$ cat src/rtl/jx2_mem_arb_n_pkg.sv
// Shared memory-port definitions for the N-channel miss arbiter: opm/status codes,
// arbiter state encoding and the round-robin pointer helper.
package jx2_mem_arb_n_pkg;

    localparam logic [4:0] UMEM_OPM_READY = 5'h00;

    localparam logic [1:0] UMEM_OK_READY = 2'b00;
    localparam logic [1:0] UMEM_OK_OK    = 2'b01;
    localparam logic [1:0] UMEM_OK_HOLD  = 2'b10;
    localparam logic [1:0] UMEM_OK_FAULT = 2'b11;

    localparam int unsigned MARB_MAX_CH = 8;

    typedef enum logic [1:0] {
        JX2_MARB_IDLE = 2'd0,
        JX2_MARB_BUSY = 2'd1,
        JX2_MARB_DONE = 2'd2
    } jx2MarbState;

    function automatic logic [2:0] rrNext(input logic [2:0] id, input int unsigned nch);
        if ({29'd0, id} + 32'd1 >= nch) return 3'd0;
        return id + 3'd1;
    endfunction

endpackage

$ cat src/rtl/jx2_mem_arb_n_if.sv
// Cache-miss channel bundle and memory-tile port seen by the arbiter.
// slave = arbiter side, master = cache/memory side driving requests and responses.
interface jx2_mem_arb_n_if #(
    parameter int unsigned NCH    = 2,
    parameter int unsigned ADDR_W = 48,
    parameter int unsigned DATA_W = 128
);
    logic [NCH*ADDR_W-1:0] chReqAddr;
    logic [NCH*DATA_W-1:0] chReqData;
    logic [NCH*5-1:0]      chReqOpm;
    logic [DATA_W-1:0]     chRspData;
    logic [NCH*2-1:0]      chRspOK;
    logic [ADDR_W-1:0]     memAddr;
    logic [DATA_W-1:0]     memDataO;
    logic [4:0]            memOpm;
    logic [DATA_W-1:0]     memDataI;
    logic [1:0]            memOK;
    logic [2:0]            grantId;
    logic                  arbBusy;

    modport slave (
        input  chReqAddr, chReqData, chReqOpm, memDataI, memOK,
        output chRspData, chRspOK, memAddr, memDataO, memOpm, grantId, arbBusy
    );

    modport master (
        output chReqAddr, chReqData, chReqOpm, memDataI, memOK,
        input  chRspData, chRspOK, memAddr, memDataO, memOpm, grantId, arbBusy
    );
endinterface

$ cat src/rtl/jx2_arb_pick.sv
// Combinational winner picker: fixed priority (lowest index) or round robin starting
// at rrPtr with wrap at NCH-1. Shared with the interrupt controller.
module jx2_arb_pick #(
    parameter int unsigned NCH = 2
) (
    input  logic [NCH-1:0] reqVec,
    input  logic [2:0]     rrPtr,
    input  logic           rrMode,
    output logic [2:0]     winIdx,
    output logic           winValid
);

    logic [7:0] reqPad;

    assign reqPad = 8'(reqVec);

    always_comb begin
        int unsigned j;
        logic [2:0]  idx;
        j        = 0;
        idx      = 3'd0;
        winIdx   = 3'd0;
        winValid = 1'b0;
        for (int k = 0; k < NCH; k++) begin
            j = k;
            if (rrMode) j = j + {29'd0, rrPtr};
            if (j >= NCH) j = j - NCH;
            idx = 3'(j);
            if (!winValid && reqPad[idx]) begin
                winValid = 1'b1;
                winIdx   = idx;
            end
        end
    end

endmodule

$ cat src/rtl/jx2_mem_arb_n.sv
// N-channel arbiter between L1 miss ports and the single memory tile port, with
// registered request latching, 4-phase completion handshake and BUSY timeout.
module jx2_mem_arb_n
    import jx2_mem_arb_n_pkg::*;
#(
    parameter int unsigned NCH      = 2,
    parameter int unsigned ADDR_W   = 48,
    parameter int unsigned DATA_W   = 128,
    parameter int unsigned ARB_MODE = 0,
    parameter int unsigned TMO_CYC  = 1024
) (
    input logic            clock,
    input logic            reset,
    jx2_mem_arb_n_if.slave bus
);

    localparam logic [31:0] TMO_LAST = 32'(TMO_CYC) - 32'd1;

    logic [ADDR_W-1:0] addrArr [MARB_MAX_CH];
    logic [DATA_W-1:0] dataArr [MARB_MAX_CH];
    logic [4:0]        opmArr  [MARB_MAX_CH];
    logic [NCH-1:0]    reqVec;

    jx2MarbState       state;
    logic [2:0]        rrPtr;
    logic [2:0]        grantQ;
    logic [31:0]       tmoCnt;
    logic [1:0]        stStat;
    logic [ADDR_W-1:0] memAddrQ;
    logic [DATA_W-1:0] memDataQ;
    logic [4:0]        memOpmQ;
    logic [DATA_W-1:0] rspDataQ;
    logic [2:0]        winIdx;
    logic              winValid;

    // Pad to 8 entries so a 3-bit grant index always lands on a defined slot.
    for (genvar g = 0; g < MARB_MAX_CH; g++) begin : gCh
        if (g < NCH) begin : gLive
            logic [1:0] rspOk;

            assign addrArr[g] = bus.chReqAddr[g*ADDR_W +: ADDR_W];
            assign dataArr[g] = bus.chReqData[g*DATA_W +: DATA_W];
            assign opmArr[g]  = bus.chReqOpm[g*5 +: 5];
            assign reqVec[g]  = (opmArr[g] != UMEM_OPM_READY);

            always_comb begin
                if (!reset) begin
                    rspOk = UMEM_OK_READY;
                end else if (grantQ == 3'(g) && state == JX2_MARB_BUSY) begin
                    rspOk = UMEM_OK_HOLD;
                end else if (grantQ == 3'(g) && state == JX2_MARB_DONE) begin
                    rspOk = stStat;
                end else begin
                    rspOk = reqVec[g] ? UMEM_OK_HOLD : UMEM_OK_READY;
                end
            end

            assign bus.chRspOK[g*2 +: 2] = rspOk;
        end else begin : gPad
            assign addrArr[g] = '0;
            assign dataArr[g] = '0;
            assign opmArr[g]  = UMEM_OPM_READY;
        end
    end

    jx2_arb_pick #(
        .NCH (NCH)
    ) uPick (
        .reqVec   (reqVec),
        .rrPtr    (rrPtr),
        .rrMode   (ARB_MODE == 1),
        .winIdx   (winIdx),
        .winValid (winValid)
    );

    always_ff @(posedge clock or negedge reset) begin
        if (!reset) begin
            state    <= JX2_MARB_IDLE;
            rrPtr    <= 3'd0;
            grantQ   <= 3'd0;
            tmoCnt   <= 32'd0;
            stStat   <= UMEM_OK_READY;
            memAddrQ <= '0;
            memDataQ <= '0;
            memOpmQ  <= UMEM_OPM_READY;
            rspDataQ <= '0;
        end else begin
            case (state)
                JX2_MARB_IDLE: begin
                    if (winValid) begin
                        memAddrQ <= addrArr[winIdx];
                        memDataQ <= dataArr[winIdx];
                        memOpmQ  <= opmArr[winIdx];
                        grantQ   <= winIdx;
                        tmoCnt   <= 32'd0;
                        state    <= JX2_MARB_BUSY;
                    end
                end
                JX2_MARB_BUSY: begin
                    tmoCnt <= tmoCnt + 32'd1;
                    if (bus.memOK == UMEM_OK_OK || bus.memOK == UMEM_OK_FAULT) begin
                        rspDataQ <= bus.memDataI;
                        stStat   <= bus.memOK;
                        memOpmQ  <= UMEM_OPM_READY;
                        state    <= JX2_MARB_DONE;
                    end else if (TMO_CYC != 0 && tmoCnt == TMO_LAST) begin
                        // Response data is left untouched on timeout.
                        stStat  <= UMEM_OK_FAULT;
                        memOpmQ <= UMEM_OPM_READY;
                        state   <= JX2_MARB_DONE;
                    end
                end
                JX2_MARB_DONE: begin
                    if (opmArr[grantQ] == UMEM_OPM_READY && bus.memOK == UMEM_OK_READY) begin
                        state <= JX2_MARB_IDLE;
                        if (ARB_MODE == 1) rrPtr <= rrNext(grantQ, NCH);
                    end
                end
                default: state <= JX2_MARB_IDLE;
            endcase
        end
    end

    assign bus.memAddr   = memAddrQ;
    assign bus.memDataO  = memDataQ;
    assign bus.memOpm    = memOpmQ;
    assign bus.chRspData = rspDataQ;
    assign bus.grantId   = grantQ;
    assign bus.arbBusy   = (state != JX2_MARB_IDLE);

endmodule

$ cat src/flat_wrapper.sv
// flat-port wrapper written by rule: the top's interface ports become plain ports
module jx2_mem_arb_n_flat import jx2_mem_arb_n_pkg::*;
#(
    parameter int unsigned NCH      = 2,
    parameter int unsigned ADDR_W   = 48,
    parameter int unsigned DATA_W   = 128,
    parameter int unsigned ARB_MODE = 0,
    parameter int unsigned TMO_CYC  = 1024
)
  (clock, reset, bus_chReqAddr, bus_chReqData, bus_chReqOpm, bus_memDataI, bus_memOK, bus_chRspData, bus_chRspOK, bus_memAddr, bus_memDataO, bus_memOpm, bus_grantId, bus_arbBusy);
  jx2_mem_arb_n_if #(.NCH(NCH), .ADDR_W(ADDR_W), .DATA_W(DATA_W)) bus_i ();
  input logic clock;
  input logic reset;
  input wire logic [$bits(bus_i.chReqAddr)-1:0] bus_chReqAddr;
  input wire logic [$bits(bus_i.chReqData)-1:0] bus_chReqData;
  input wire logic [$bits(bus_i.chReqOpm)-1:0] bus_chReqOpm;
  input wire logic [$bits(bus_i.memDataI)-1:0] bus_memDataI;
  input wire logic [$bits(bus_i.memOK)-1:0] bus_memOK;
  output wire logic [$bits(bus_i.chRspData)-1:0] bus_chRspData;
  output wire logic [$bits(bus_i.chRspOK)-1:0] bus_chRspOK;
  output wire logic [$bits(bus_i.memAddr)-1:0] bus_memAddr;
  output wire logic [$bits(bus_i.memDataO)-1:0] bus_memDataO;
  output wire logic [$bits(bus_i.memOpm)-1:0] bus_memOpm;
  output wire logic [$bits(bus_i.grantId)-1:0] bus_grantId;
  output wire logic [$bits(bus_i.arbBusy)-1:0] bus_arbBusy;
  assign bus_i.chReqAddr = bus_chReqAddr;
  assign bus_i.chReqData = bus_chReqData;
  assign bus_i.chReqOpm = bus_chReqOpm;
  assign bus_i.memDataI = bus_memDataI;
  assign bus_i.memOK = bus_memOK;
  assign bus_chRspData = bus_i.chRspData;
  assign bus_chRspOK = bus_i.chRspOK;
  assign bus_memAddr = bus_i.memAddr;
  assign bus_memDataO = bus_i.memDataO;
  assign bus_memOpm = bus_i.memOpm;
  assign bus_grantId = bus_i.grantId;
  assign bus_arbBusy = bus_i.arbBusy;
  jx2_mem_arb_n #(.NCH(NCH), .ADDR_W(ADDR_W), .DATA_W(DATA_W), .ARB_MODE(ARB_MODE), .TMO_CYC(TMO_CYC)) u_core (.clock(clock), .reset(reset), .bus(bus_i));
endmodule
$ cat config.mk
export PLATFORM = sky130hd
export DESIGN_NAME = jx2_mem_arb_n_flat
export DESIGN_NICKNAME = d
export VERILOG_FILES = /design/src/rtl/jx2_mem_arb_n_pkg.sv /design/src/rtl/jx2_mem_arb_n_if.sv /design/src/rtl/jx2_arb_pick.sv /design/src/rtl/jx2_mem_arb_n.sv /design/src/flat_wrapper.sv
export SDC_FILE = /design/constraint.sdc
export NUM_CORES = 1
export LEC_CHECK = 0
export CAP_MARGIN = 30
export CORE_AREA = 2 2 314 316
export CTS_CLUSTER_SIZE = 14
export DETAILED_ROUTE_END_ITERATION = 10
export DIE_AREA = 0 0 316 318
export GPL_TIMING_DRIVEN = 0
export PLACE_DENSITY = 0.47
export SYNTH_ARGS = -nofsm -noshare
export SYNTH_HDL_FRONTEND = slang
export SYNTH_SLANG_ARGS = --single-unit
$ cat constraint.sdc
create_clock -name clock -period 1.8 [get_ports clock]
set_clock_uncertainty 0.15 [all_clocks]
set_input_delay 0.36 -clock clock [delete_from_list [all_inputs] [get_ports clock]]
set_output_delay 0.36 -clock clock [all_outputs]
set_load 0.005 [all_outputs]
# Word level (Yosys, flattened, before mapping)
# Cells that the tools add are included.
# W data, S select, Z words.
classes:
  add_sub_neg: 1
  magnitude_cmp: 2
  eq_ne: 9
  n_mux: 36
  n_bitwise: 2
  n_reduce_logical: 23
ops:
  columns: ["op", "count"]
  rows:
  - ["$bmux W128 S3", 1]
  - ["$mux W128", 2]
  - ["$bmux W48 S3", 1]
  - ["$mux W48", 2]
  - ["$pmux W32 S2", 1]
  - ["$mux W5", 7]
  - ["$add A32 B1 Y32 const B", 1]
  - ["$eq A32 B10 Y1 const B", 1]
  - ["$mux W32", 1]
  - ["$bmux W5 S3", 2]
  - ["$mux W2", 14]
  - ["$pmux W5 S2", 1]
  - ["$reduce_bool A5 Y1", 2]
  - ["$ge A4 B4 Y1 const B", 2]
  - ["$reduce_and A2 Y1", 4]
  - ["$logic_and A1 B1 Y1", 6]
  - ["$pmux W2 S3", 1]
  - ["$reduce_and A3 Y1", 2]
  - ["$reduce_bool A2 Y1", 3]
  - ["$logic_not A5 Y1", 1]
  - ["$eq A2 B1 Y1 const B", 2]
  - ["$eq A2 B2 Y1 const B", 2]
  - ["$logic_not A2 Y1", 2]
  - ["$ne A2 B2 Y1 const B", 2]
  - ["other kinds (8)", 10]
totals:
  register_bits: 348
  input_bits: 494
  output_inout_bits: 317
  elab_cells: 81

# Longest topological paths before layout
# Gate-level depths: netlist of run 1.
logic_depth:
  depth_word: 11
  ltp_mapped: 8
  depth_no_buf: 5

# Hierarchy
# A second synthesis of run 1 with hierarchy kept.
hier_totals:
  hier_cells: 1328
  area_unflattened_um2: 15508.6
modules_own_cells:
  columns: ["module", "instances", "cells_each", "area_per_inst_um2"]
  rows:
  - ["jx2_mem_arb_n", 1, 1307, 15371.0]
  - ["jx2_arb_pick", 1, 21, 137.6]

# Worst setup path before layout of run 1
# Ideal clock, no wire load.
synth_path:
  path_kind: "input to register"
  from: "in bus_chReqOpm[6]"
  to: "reg u_core.memDataQ[58] (netlist: u_core.bus.memDataO[58])"
  t_arrival_ps: 1832
  setup_slack_ps: -264
  cell_stages: 8
  n_path_buf: 4
  cell_sequence: "or3_1 > buf_2 > o41ai_2 > buf_4 > buf_4 > buf_2 > nand2_1 > o21ai_0"
synth_via:
  elab_chain_cells: 7
  elab_cells_between_ends: 9
synth_lines:
  columns: ["item", "line_no", "rtl"]
  rows:
  - ["start: declaration", "flat_wrapper.sv:16", "input wire logic [$bits(bus_i.chReqOpm)-1:0] bus_chReqOpm;"]
  - ["$reduce_bool A5 Y1 (*)", "jx2_mem_arb_n.sv:44", "assign reqVec[g] = (opmArr[g] != UMEM_OPM_READY);"]
  - ["$logic_and A1 B1 Y1 (*)", "jx2_arb_pick.sv:29", "if (!winValid && reqPad[idx]) begin"]
  - ["$mux W1", "jx2_arb_pick.sv:29", null]
  - ["$not A1 Y4 (not written as such)", "jx2_mem_arb_n.sv:92", "memDataQ <= dataArr[winIdx];"]
  - ["$bmux W128 S3", "jx2_mem_arb_n.sv:92", null]
  - ["$mux W128 (not written as such) (2 in a row)", "jx2_mem_arb_n.sv:92", null]
  - ["end signal: assignment", "jx2_mem_arb_n.sv:92", null]
  - ["end: declaration", "jx2_mem_arb_n.sv:30", "logic [DATA_W-1:0] memDataQ;"]
# Mark *: on every way between the ends. The rest lies on a longest branch, timed or not. The select of a mux whose other input is x is not followed.
# A chain may end at the register's enable or synchronous reset.

# Final worst setup path of run 1
layout_path:
  from: "reg u_core.state[0]"
  to: "out bus_chRspOK[1]"
layout_via:
  elab_chain_cells: 5
  elab_cells_between_ends: 7
layout_lines:
  columns: ["item", "line_no", "rtl"]
  rows:
  - ["start: declaration", "jx2_mem_arb_n.sv:24", "jx2MarbState state;"]
  - ["start signal: assignment", "jx2_mem_arb_n.sv:78", "state <= JX2_MARB_IDLE;"]
  - ["start signal: assignment", "jx2_mem_arb_n.sv:96", "state <= JX2_MARB_BUSY;"]
  - ["start signal: assignment", "jx2_mem_arb_n.sv:105", "state <= JX2_MARB_DONE;"]
  - ["$eq A2 B2 Y1", "jx2_mem_arb_n.sv:51", "end else if (grantQ == 3'(g) && state == JX2_MARB_DONE) begin"]
  - ["$logic_and A1 B1 Y1", "jx2_mem_arb_n.sv:51", null]
  - ["$mux W2", "jx2_mem_arb_n.sv:51", null]
  - ["$mux W2 (*)", "jx2_mem_arb_n.sv:49", "end else if (grantQ == 3'(g) && state == JX2_MARB_BUSY) begin"]
  - ["$mux W2 (*)", "jx2_mem_arb_n.sv:47", "if (!reset) begin"]
  - ["end: declaration", "flat_wrapper.sv:20", "output wire logic [$bits(bus_i.chRspOK)-1:0] bus_chRspOK;"]
# Mark *: on every way between the ends. The rest lies on a longest branch, timed or not.

==> summary.md, run 1 <==
| Metric | Value |
|---|---|
| Most frequent cells in the layout | `482 x clkdlybuf4s50_1, 338 x dfrtp_1, 286 x dlymetal6s2s_1` |
| CTS tree | `built` |
| CP max-delay cell | `dfrtp_2` |
| Syn Area/Cell | `11.68 um2` |
| WL final | `80.59 mm` |
| Gate Count Post-Synth | `1298` |
| P_int | `32180 uW` |
| Pre-Repair DR Iteration Count | `5` |
| Final worst slack | `-453.4 ps` |
| Root Driver | `clkbuf_16` |
| Clock network power share | `0.175` |
| CP Capture Point | `bus_chRspOK[1]` |
| Die width | `316 um` |
| Via count | `14530` |
| Antenna Nets Post-Route | `0` |
| Comb pwr share | `0.547` |
| Gr ovfl total | `0` |
| Synthesized flop and latch total | `346` |
| Status | `finished, violations left` |
| Final slew viol count | `0` |
| Vias in the first global route | `15850` |
| DRC | `0` |
| Clock Latency Late Sink | `590 ps` |
| Most used DFF post-synth | `dfrtp_1` |
| Post-synth EDFFs | `0` |
| Total power | `49810 uW` |
| Failing checks | `hold timing, setup timing` |
| Boundary Pins | `811` |
| Final Util | `0.3255` |
| CP Launch Type | `register` |
| Clk sinks | `346` |
| Hold Violations, Final | `190` |
| Hold WS | `-560.4 ps` |
| Filler Cells Inserted | `9767` |
| WL/cell | `22.19 um` |
| Total track usage | `0.1507` |
| Vias per inst | `3.999` |
| Largest net degree at the start of global routing | `109` |
| R2r endpoint | `u_core.bus.chRspData[104]$_DFFE_PN0P_` |
| PD cells | `1571 nW/um2` |
| Post-synth ARST share | `1.000` |
| Sw Ratio | `0.3541` |
| Clk slew on worst S/H paths | `60 ps` |
| Worst r2r src | `u_core.state[0]$_DFFE_PN0P_` |
| WP data arrival | `1740 ps` |
| Die footprint | `100500 um2` |
| Maximum root-to-sink buffer count | `3` |
| Slew @ Worst Pin | `615.7 ps` |
| RSZ-0062 raised after global routing | `yes` |
| Max-cap viol count | `0` |
| TNS Setup | `-78260 ps` |
| Met3 Use GR | `0.03809` |
| Chip Height | `318 um` |
| Final Critical Period | `2253 ps` |
| Slowest cell delay on critical path | `470 ps` |
| Global route hottest layer | `met2` |
| Synth Cell Area | `15170 um2` |
| Core ar. | `97410 um2` |
| M2 GR Usage | `0.2701` |
| Lkg Pwr | `0.01691 uW` |
| # setup viols final | `338` |
| Cell area after placement | `25160 um2` |
| Reg2Reg Setup Slack | `-350 ps` |
| Period utilization | `1.252` |
| Synth-to-Final Area Change | `109.0%` |
| DRT iter0 DRCs | `541` |
| Ys Warns | `0` |
| Worst-path maximum fanout | `6` |
| Worst slew margin | `0.5882` |
| Crit path launch | `u_core.state[0]$_DFFE_PN0P_` |
| Sequential area share after synthesis | `0.5709` |
| Reg power frac | `0.278` |
| Rows | `115` |
| VDD IR max | `0.7260 mV` |
| Met1 Use GR | `0.1766` |
| Multi-input logic area | `7795 um2` |
| Fmax | `443.8 MHz` |
| HPWL Detailed | `56.29 mm` |
| Req. time, crit path | `1290 ps` |
| Reg area | `8668 um2` |
| WS Path Type | `reg -> out` |
| P_sw | `17640 uW` |
| Crit path cell chain | `or3_1, o21ai_1, a21oi_1, buf_2` |
| First-pass GRT wire length | `110.3 mm` |
| Nets@finish | `2806` |
| Routability Congestion | `0.8692` |
| Share of cells above drive strength 1 | `0.3619` |
| H-tree depth | `2` |
| Initial Utilization | `0.1557` |
| CP endpoint kind | `primary output` |
| Final Instance Area | `31700 um2` |
| Post-synth cell types | `51` |
| Commonest non-fill, non-tap cell in the layout | `clkdlybuf4s50_1` |
| R2R depth | `5` |
| Number of buffers added on ports | `808` |
| Num CTS Buffers | `43` |
| Min-delay worst type | `in -> async` |
| Initial antenna violation count | `7` |
-- power by group through the flow --
stage | Combinational, uW | Clock (uW) | Sequential (uW)
4_1_cts | 26300 | 8990 | 13800
2_1_floorplan | 6030 | 0 | 13500
6_report | 27200 | 8700 | 13900
3_3_place_gp | 18100 | 0 | 13500
5_1_grt | 29100 | 9330 | 14300
3_5_place_dp | 18200 | 0 | 13600
-- worst max-delay path, delay by kind of cell, from the launching register on --
family          cells  cell delay, ps
buf+inv             1             140
compound gates      2             160
flops               1             470
simple gates        1             370
-- worst min path at each step --
stage                                  from                                   end  slack (ps)  cells after the start
4_1_cts                               reset  u_core.bus.chRspData[95]$_DFFE_PN0P_        -600                      1
2_1_floorplan                         reset   u_core.bus.chRspData[0]$_DFFE_PN0P_         -90                      0
6_report                              reset  u_core.bus.chRspData[88]$_DFFE_PN0P_        -560                      1
3_5_place_dp                          reset  u_core.bus.chRspData[95]$_DFFE_PN0P_          40                      1
5_1_grt                               reset  u_core.bus.chRspData[88]$_DFFE_PN0P_        -590                      1
3_3_place_gp   u_core.stStat[0]$_DFFE_PN0P_          u_core.stStat[0]$_DFFE_PN0P_         310                      1
-- cell families after synthesis --
group	share of synthesized area
muxes	0.2225
xor gates and xnor gates	0.0005776
and+or+nand+nor	0.08728
buffers and inverters	0.03217
AOI/OAI and AO/OA	0.08555
DFF	0.5709
other	0.0002472
adders and majority gates	0.0008248
-- layer usage --
layer	vias to the layer above	share of wire	wire, um
li1	6655	-	-
met1	7203	0.40	32160
met2	571	0.51	40720
met3	96	0.070	5611
met4	0	0.026	2093
met5	-	0	0
-- registers in the layout, summed over array words and instances, names as in the netlist --
name,count
u_core.bus.grantId,1
u_core.bus.memAddr,48
u_core.stStat,2
u_core.tmoCnt,32
u_core.bus.chRspData,128
u_core.bus.memOpm,5
u_core.state,2
u_core.bus.memDataO,128
-- cells in the mapped netlist (all sizes together), types with 2 or more instances --
library cell | number | area (um2)
a211o | 2 | 17.52
a211oi | 6 | 45.04
a21oi | 13 | 65.06
a31oi | 9 | 56.30
and2 | 5 | 31.28
and3 | 7 | 43.79
buf | 61 | 340.3
clkbuf | 24 | 98.84
dfrtp | 346 | 8658
inv | 12 | 45.04
mux2 | 129 | 1453
mux2i | 192 | 1922
nand2 | 201 | 754.5
nand2b | 2 | 12.51
nand3 | 14 | 70.07
nand4 | 17 | 106.4
nand4b | 2 | 17.52
nor2 | 17 | 63.81
nor2b | 2 | 12.51
nor3 | 8 | 40.04
nor4 | 9 | 98.84
o211ai | 4 | 35.03
o21ai | 186 | 930.9
o31ai | 3 | 22.52
o32ai | 5 | 43.79
or2 | 2 | 12.51
or3 | 3 | 18.77
or4 | 2 | 15.01
-- area by class of cell --
class	instances	share of cell area
plain buffers	77	0.03682
repair buffers	975	0.3478
multi-input cells	855	0.2459
clock buffers	63	0.03852
well taps	1287	0.05079
flip-flops and latches	346	0.2734
diodes	2	0.0001579
clock inverters	14	0.004933
inverters	13	0.001697
-- through the flow --
stage                     setup slack (ps)  instances
after floorplan                     -235.1       1299
after global placement              -15810       3394
after detailed placement             -1965       3398
after CTS                           -495.0       3586
after global routing                -542.9       3632
final                               -453.4       3632
-- timing repair --
item / CTS / global route
pin swaps: 154 / 69
endpoints found under the setup margin: 660 / 640
resized for setup: 670 / 610
endpoints found under the hold margin: 138 / 101
setup buffers: 67 / 57
cloned: 35 / 10
hold buffers: 14 / 3
No activity file was read; power rests on OpenSTA's default activity.
==> inputs of run 2 (changes only) <==
--- a/config.mk
+++ b/config.mk
@@ -6,12 +6,13 @@
 export NUM_CORES = 1
 export LEC_CHECK = 0
 export CAP_MARGIN = 30
-export CORE_AREA = 2 2 314 316
+export CORE_AREA = 2 2 317 319
 export CTS_CLUSTER_SIZE = 14
 export DETAILED_ROUTE_END_ITERATION = 10
-export DIE_AREA = 0 0 316 318
+export DIE_AREA = 0 0 319 321
 export GPL_TIMING_DRIVEN = 0
 export PLACE_DENSITY = 0.47
 export SYNTH_ARGS = -nofsm -noshare
 export SYNTH_HDL_FRONTEND = slang
+export SYNTH_HIERARCHICAL = 1
 export SYNTH_SLANG_ARGS = --single-unit
==> run 2 against run 1 <==
The run still ends with hold timing, setup timing left. Clock-buffer cell count increased by 9. Global-route usage decreased by 0.66 points. Critical path depth increased by 1. Combinational power decreased by 25%. Synthesized cell count increased by 2.3%. Die area increased by 1.9%. Register-to-register slack improved by 60 ps. Utilization decreased by 0.53 points. Power decreased by 14%. Critical path type unchanged. Largest cell class unchanged. Highest routed layer unchanged.
==> summary.md, run 2 <==
| Metric | Value |
|---|---|
| Reg2Reg Setup Slack | `-290 ps (+60 ps)` |
| Synth area leader | `dfrtp_1` |
| RSZ-0062 raised after global routing | `yes` |
| Antenna Nets Post-Route | `0 (unchanged)` |
| WL final | `83.70 mm (+3.9%)` |
| Initial antenna violation count | `9 (+2)` |
| Most instantiated library cell after synthesis | `dfrtp_1` |
| Met3 wire len | `5.909 mm (+5.3%)` |
| Vias in the first global route | `14830 (-6.4%)` |
| Die footprint | `102400 um2 (+1.9%)` |
| Maximum root-to-sink buffer count | `3 (unchanged)` |
| Post-synth cell types | `53 (+3.9%)` |
| WP data arrival | `2000 ps (+260 ps)` |
| DRT iter0 DRCs | `677 (+25%)` |
| Synth-to-Final Area Change | `105.0%` |
| Max-cap viol count | `0 (unchanged)` |
| Worst slew margin | `0.5448 (-0.04335)` |
| Synthesized flop and latch total | `348 (+0.58%)` |
| HPWL Detailed | `60.67 mm (+7.8%)` |
| Boundary Pins | `811 (unchanged)` |
| Hold Violations, Final | `60 (-68%)` |
| Gr ovfl total | `0 (unchanged)` |
| Post-synth EDFFs | `0 (unchanged)` |
| Gate Count Post-Synth | `1328 (+2.3%)` |
| VDD IR max | `0.7422 mV (+2.2%)` |
| WS Path Type | `reg -> out` |
| Fmax | `399.0 MHz (-10%)` |
| DR top layer | `met4` |
| Clk slew on worst S/H paths | `60 ps (about the same)` |
| Rows | `116 (+0.87%)` |
| PD cells | `1347 nW/um2 (-14%)` |
| Post-synth ARST share | `1.000 (unchanged)` |
| Largest net degree at the start of global routing | `114 (+4.6%)` |
| Filler Cells Inserted | `10070 (+3.1%)` |
| Sequential area share after synthesis | `0.5615 (-0.009346)` |
| Most frequent cells in the layout | `482 x clkdlybuf4s50_1, 344 x dfrtp_1, 281 x dlymetal6s2s_1` |
| Ys Warns | `12 (+12)` |
| Pre-Repair DR Iteration Count | `5 (unchanged)` |
| WL/cell | `22.92 um (+3.3%)` |
| Final Critical Period | `2506 ps (+252.8 ps)` |
| Period utilization | `1.392 (+0.1404)` |
| Most used DFF post-synth | `dfrtp_1` |
| Nets@finish | `2810 (+0.14%)` |
| TNS Setup | `-69280 ps (+8976 ps)` |
| Via count | `14560 (+0.22%)` |
| Share of cells above drive strength 1 | `0.2964 (-0.06551)` |
| Failing checks | `hold timing, setup timing` |
| Chip Height | `321 um (+0.94%)` |
| First-pass GRT wire length | `106.8 mm (-3.2%)` |
| Num CTS Buffers | `46 (+7.0%)` |
| Syn Area/Cell | `11.68 um2 (about the same)` |
| Top cell type's share of synthesized area | `0.5615 (-0.009346)` |
| Commonest non-fill, non-tap cell in the layout | `clkdlybuf4s50_1` |
| Status | `finished, violations left` |
| CP endpoint kind | `primary output` |
| Met2 WL | `41.09 mm (+0.90%)` |
| Ranking of synthesized cells by area | `dfrtp_1 56%, mux2i_1 13%, mux2_2 8.6%` |
| Clk sinks | `348 (+0.58%)` |
| M1 WL | `33.80 mm (+5.1%)` |
| # hold bufs at CTS | `3 (-11)` |
| CTS tree | `built` |
| Final slew viol count | `0 (unchanged)` |
| Vias per inst | `3.986 (-0.33%)` |
| Lkg Pwr | `0.01708 uW (+1.0%)` |
| Core ar. | `99280 um2 (+1.9%)` |
| Synth Cell Area | `15510 um2 (+2.3%)` |
| Slew @ Worst Pin | `682.8 ps (+67.06 ps)` |
| H-tree depth | `2 (unchanged)` |
| Final Util | `0.3202 (-0.005276)` |
| Synth cell count leaders | `348 x dfrtp_1, 228 x nand2_1, 205 x mux2i_1, 118 x mux2_2, 104 x o21ai_0` |
| Req. time, crit path | `1290 ps (about the same)` |
| Clock Latency Late Sink | `590 ps (about the same)` |
| Initial Utilization | `0.1562 (+0.0005188)` |
| DRC | `0 (unchanged)` |
| Final worst slack | `-706.1 ps (-252.8 ps)` |
| Root Driver | `clkbuf_16` |
| Routability Congestion | `0.8513 (-2.1%)` |
| CP Launch Type | `register` |
| # setup viols final | `336 (-0.59%)` |
| Number of buffers added on ports | `810 (+0.25%)` |
| Die width | `319 um (+0.95%)` |
| Worst-path maximum fanout | `4 (-2)` |
| Min-delay worst type | `in -> async` |
| Total track usage | `0.1441 (-0.006564)` |
| Hold WS | `-451.6 ps (+108.8 ps)` |
-- run 2: cell count changes after synthesis, sizes merged, moves of 5 or more --
cell	change
a31oi	-6
buf	-28
mux2i	+13
clkbuf	+29
o32ai	-5
nand2	+29
a211oi	-6
-- run 2: worst paths after layout --
| kind | start | depth (start not counted) | endpoint |
|---|---|---|---|
| min | reset | 1 | u_core/bus.chRspData[122]$_DFFE_PN0P_ |
| max | u_core/bus.grantId[1]$_DFFE_PN0P_ | 5 | bus_chRspOK[1] |
| max in group asynchronous | reset | 3 | u_core/bus.chRspData[75]$_DFFE_PN0P_ |
| min in group clock | bus_chReqOpm[5] | 3 | u_core/bus.memOpm[0]$_DFFE_PN0P_ |
| min reg2reg | u_core/bus.memDataO[75]$_DFFE_PN0P_ | 2 | u_core/bus.memDataO[75]$_DFFE_PN0P_ |
| max reg2reg | u_core/state[1]$_DFFE_PN0P_ | 8 | u_core/bus.memOpm[4]$_DFFE_PN0P_ |
-- run 2: stage by stage --
stage                     instances  power [uW]  hold WS (ps)  setup slack, ps  area, um2
after floorplan                1343       17900        -85.59           -228.0      15650
final                          3652       42810        -451.6           -706.1      31790
after global routing           3652       45020        -442.7           -806.6      31790
after global placement         3451       28630         312.3           -15890      25380
after detailed placement       3457       28840         216.5            -2633      25510
after CTS                      3560       39560        -457.5           -679.3      28090
-- run 2: report_power, final --
part	internal (uW)	switching [uW]
Combinational	12000	8500
Sequential	11000	1870
Clock	5750	3700
Total	28700	14100
-- run 2: repair_timing --
action	4_1_cts	5_1_grt
hold endpoints to repair	63	60
setup endpoints to repair	664	634
gates cloned	3	41
pin swaps	19	145
resized for setup	368	804
setup buffers	15	49
-- run 2: per-layer routing --
metal,GRT usage,vias to the layer above
met3,0.04294,108
met4,0.05503,0
met2,0.2453,560
met5,0,-
li1,-,6644
met1,0.1706,7245
-- run 2: cell families (layout without fill, tap and decap cells) --
group,after synthesis,count (layout),share of synthesized area
muxes,333,333,0.2267
DFF,348,348,0.5615
buffers and inverters,97,1102,0.03606
other,2,23,0.0004842
and+or+nand+nor,323,323,0.09496
adders and majority gates,2,2,0.001613
AOI/OAI and AO/OA,222,222,0.07810
xor gates and xnor gates,1,1,0.0005648
-- run 2: final cells by class --
type	count	area (um2)	area share
multi-input cells	898	7933	0.2496
well taps	1298	1624	0.05109
clock inverters	10	135.1	0.004251
clock buffers	72	1403	0.04413
repair buffers	925	10540	0.3317
plain buffers	84	1376	0.04330
flip-flops and latches	348	8713	0.2741
diodes	6	15.01	0.0004723
inverters	11	43.79	0.001378
-- run 2: worst max-delay path, cell delays in order, from the launching register on --
cell and delay, ps:
dfrtp_1 410, or3_4 430, a21oi_2 130, o21ai_1 80
a21oi_1 200, buf_2 160
==> inputs of run 3 (changes only) <==
--- a/config.mk
+++ b/config.mk
@@ -12,6 +12,7 @@
 export DIE_AREA = 0 0 319 321
 export GPL_TIMING_DRIVEN = 0
 export PLACE_DENSITY = 0.47
+export SETUP_SLACK_MARGIN = 0.15
 export SYNTH_ARGS = -nofsm -noshare
 export SYNTH_HDL_FRONTEND = slang
 export SYNTH_HIERARCHICAL = 1
==> run 3 against run 2 <==
Power is 7.1% higher. The run still ends with hold timing, setup timing left. Sequential power hardly changed. Highest routed layer is now met5. Flip-flop and latch count did not move. First-iteration DRC count increased by 15%.
==> summary.md, run 3 (synthesis gave the netlist of run 2 again) <==
| Metric | Value |
|---|---|
| Clk sinks | `348 (unchanged)` |
| Die width | `319 um (unchanged)` |
| HPWL Detailed | `58.25 mm (-4.0%)` |
| Fmax | `416.7 MHz (+4.4%)` |
| Clock Latency Late Sink | `600 ps (about the same)` |
| DRT iter0 DRCs | `779 (+15%)` |
| Vias per inst | `3.982 (about the same)` |
| Period utilization | `1.333 (-0.05908)` |
| Die footprint | `102400 um2 (unchanged)` |
| CTS tree | `built` |
| Initial antenna violation count | `8 (-1)` |
| CP endpoint kind | `primary output` |
| Worst slew margin | `0.3689 (-0.1759)` |
| Total track usage | `0.1516 (+0.007472)` |
| Antenna Nets Post-Route | `0 (unchanged)` |
| WL/cell | `21.31 um (-7.0%)` |
| Commonest non-fill, non-tap cell in the layout | `clkdlybuf4s50_1` |
| Final worst slack | `-599.8 ps (+106.3 ps)` |
| RSZ-0062 raised after global routing | `yes` |
| Core ar. | `99280 um2 (unchanged)` |
| VDD IR max | `0.7260 mV (-2.2%)` |
| Rows | `116 (unchanged)` |
| CP Launch Type | `register` |
| Share of cells above drive strength 1 | `0.4924 (+0.1960)` |
| Req. time, crit path | `1290 ps (about the same)` |
| Reg area | `8722 um2 (+0.10%)` |
| Via count | `15400 (+5.8%)` |
| WP data arrival | `1890 ps (-110 ps)` |
| Lkg Pwr | `0.01514 uW (-11%)` |
| Vias in the first global route | `16300 (+9.9%)` |
| Min-delay worst type | `in -> async` |
| PD cells | `1411 nW/um2 (+4.8%)` |
| Largest net degree at the start of global routing | `118 (+3.5%)` |
| Slew @ Worst Pin | `943.5 ps (+260.7 ps)` |
| Most frequent cells in the layout | `483 x clkdlybuf4s50_1, 337 x dfrtp_1, 235 x buf_2` |
| Nets@finish | `3023 (+7.6%)` |
| Clk slew on worst S/H paths | `60 ps (about the same)` |
| Worst-path maximum fanout | `4 (unchanged)` |
| Hold Violations, Final | `53 (-12%)` |
| Pre-Repair DR Iteration Count | `4 (-1)` |
| WS Path Type | `reg -> out` |
| Multi-input logic area | `8238 um2 (+3.8%)` |
| Boundary Pins | `811 (unchanged)` |
| DRC | `0 (unchanged)` |
| WL final | `82.40 mm (-1.6%)` |
| First-pass GRT wire length | `114.8 mm (+7.5%)` |
| Final Critical Period | `2400 ps (-106.3 ps)` |
| Synth-to-Final Area Change | `109.6%` |
| Number of buffers added on ports | `810 (unchanged)` |
| Chip Height | `321 um (unchanged)` |
| Max-cap viol count | `0 (unchanged)` |
| H-tree depth | `2 (unchanged)` |
| TNS Setup | `-114140 ps (-44860 ps)` |
| Final slew viol count | `0 (unchanged)` |
| Status | `finished, violations left` |
| Maximum root-to-sink buffer count | `3 (unchanged)` |
| Root Driver | `clkbuf_16` |
| Post-Place Worst Slack | `-1952 ps (+680.9 ps)` |
| Initial Utilization | `0.1562 (unchanged)` |
| Filler Cells Inserted | `10030 (-0.39%)` |
| # setup viols final | `352 (+4.8%)` |
| Num CTS Buffers | `46 (unchanged)` |
| Routability Congestion | `0.9413 (+11%)` |
| Gr ovfl total | `0 (unchanged)` |
| Failing checks | `hold timing, setup timing` |
| Hold WS | `-466.5 ps (-14.93 ps)` |
==> run 3: changes by cell type in the layout (fill, tap and decap cells not counted), sizes merged <==
cell,delta
clkbuf,-14
inv,+4
dlygate4sd2,+2
clkinvlp,+1
dlygate4sd3,+3
clkdlybuf4s15,-14
buf,+508
clkdlybuf4s50,+1
dlymetal6s2s,-281
bufinv,-2
clkinv,+7
==> run 3: final cells by class <==
class                   count  area share
repair buffers           1137      0.3358
flip-flops and latches    348      0.2683
multi-input cells         898      0.2534
well taps                1298     0.04995
plain buffers              85     0.04468
clock buffers              64     0.04056
clock inverters            20    0.005580
inverters                  11    0.001347
diodes                      6   0.0004618
==> run 3: worst max-delay path, stage by stage, from the launching register on <==
cell and delay [ps]:
dfrtp_1 410, or3b_4 420, a21oi_2 120, o21ai_1 70
a21oi_1 140, buf_2 140
==> run 3: power breakdown <==
| group | internal, uW | switching [uW] | total, uW |
|---|---|---|---|
| Sequential | 11000 | 2060 | 13000 |
| Combinational | 14100 | 9530 | 23700 |
| Clock | 5310 | 3870 | 9180 |
==> run 3: stage by stage <==
step	utilization	cells	power, uW	hold slack, ps	cell area [um2]
2_1_floorplan	-	1343	18890	-85.59	16080
3_3_place_gp	0.2600	3451	29520	318.9	25810
3_5_place_dp	0.2611	3455	29690	171.2	25920
4_1_cts	0.3103	3744	42990	-484.1	30810
5_1_grt	0.3275	3866	48200	-458.4	32510
6_report	0.3275	3867	45870	-466.5	32510
==> run 3: repair_timing <==
action	in CTS	in global routing
pin swaps	189	70
gates cloned	41	11
setup endpoints to repair	665	661
resized for setup	1990	192
hold buffers	3	3
hold endpoints to repair	84	55
buffers inserted	162	104
==> run 3: routing by layer <==
| layer | global-route usage | up-vias | part of all wire | routed length, um |
|---|---|---|---|---|
| met4 | 0.04748 | 4 | 0.024 | 2007 |
| met5 | 0 | - | 0.00032 | 26 |
| met1 | 0.1893 | 7691 | 0.42 | 34890 |
| met2 | 0.2540 | 507 | 0.49 | 40400 |
| li1 | - | 7085 | - | - |
| met3 | 0.04067 | 112 | 0.062 | 5082 |
==> run 3: final timing paths <==
| check | startpoint | endpoint | slack [ps] | cells after the start |
|---|---|---|---|---|
| min in group clock | bus_chReqOpm[4] | u_core/bus.memOpm[4]$_DFFE_PN0P_ | 90 | 3 |
| min | reset | u_core/bus.memOpm[1]$_DFFE_PN0P_ | -470 | 1 |
| min reg2reg | u_core/bus.memDataO[14]$_DFFE_PN0P_ | u_core/bus.memDataO[14]$_DFFE_PN0P_ | 320 | 2 |
| max reg2reg | u_core/state[0]$_DFFE_PN0P_ | u_core/bus.memOpm[1]$_DFFE_PN0P_ | -440 | 10 |
| max | u_core/bus.grantId[2]$_DFFE_PN0P_ | bus_chRspOK[3] | -600 | 5 |
| max in group asynchronous | reset | u_core/bus.memAddr[24]$_DFFE_PN0P_ | 100 | 3 |
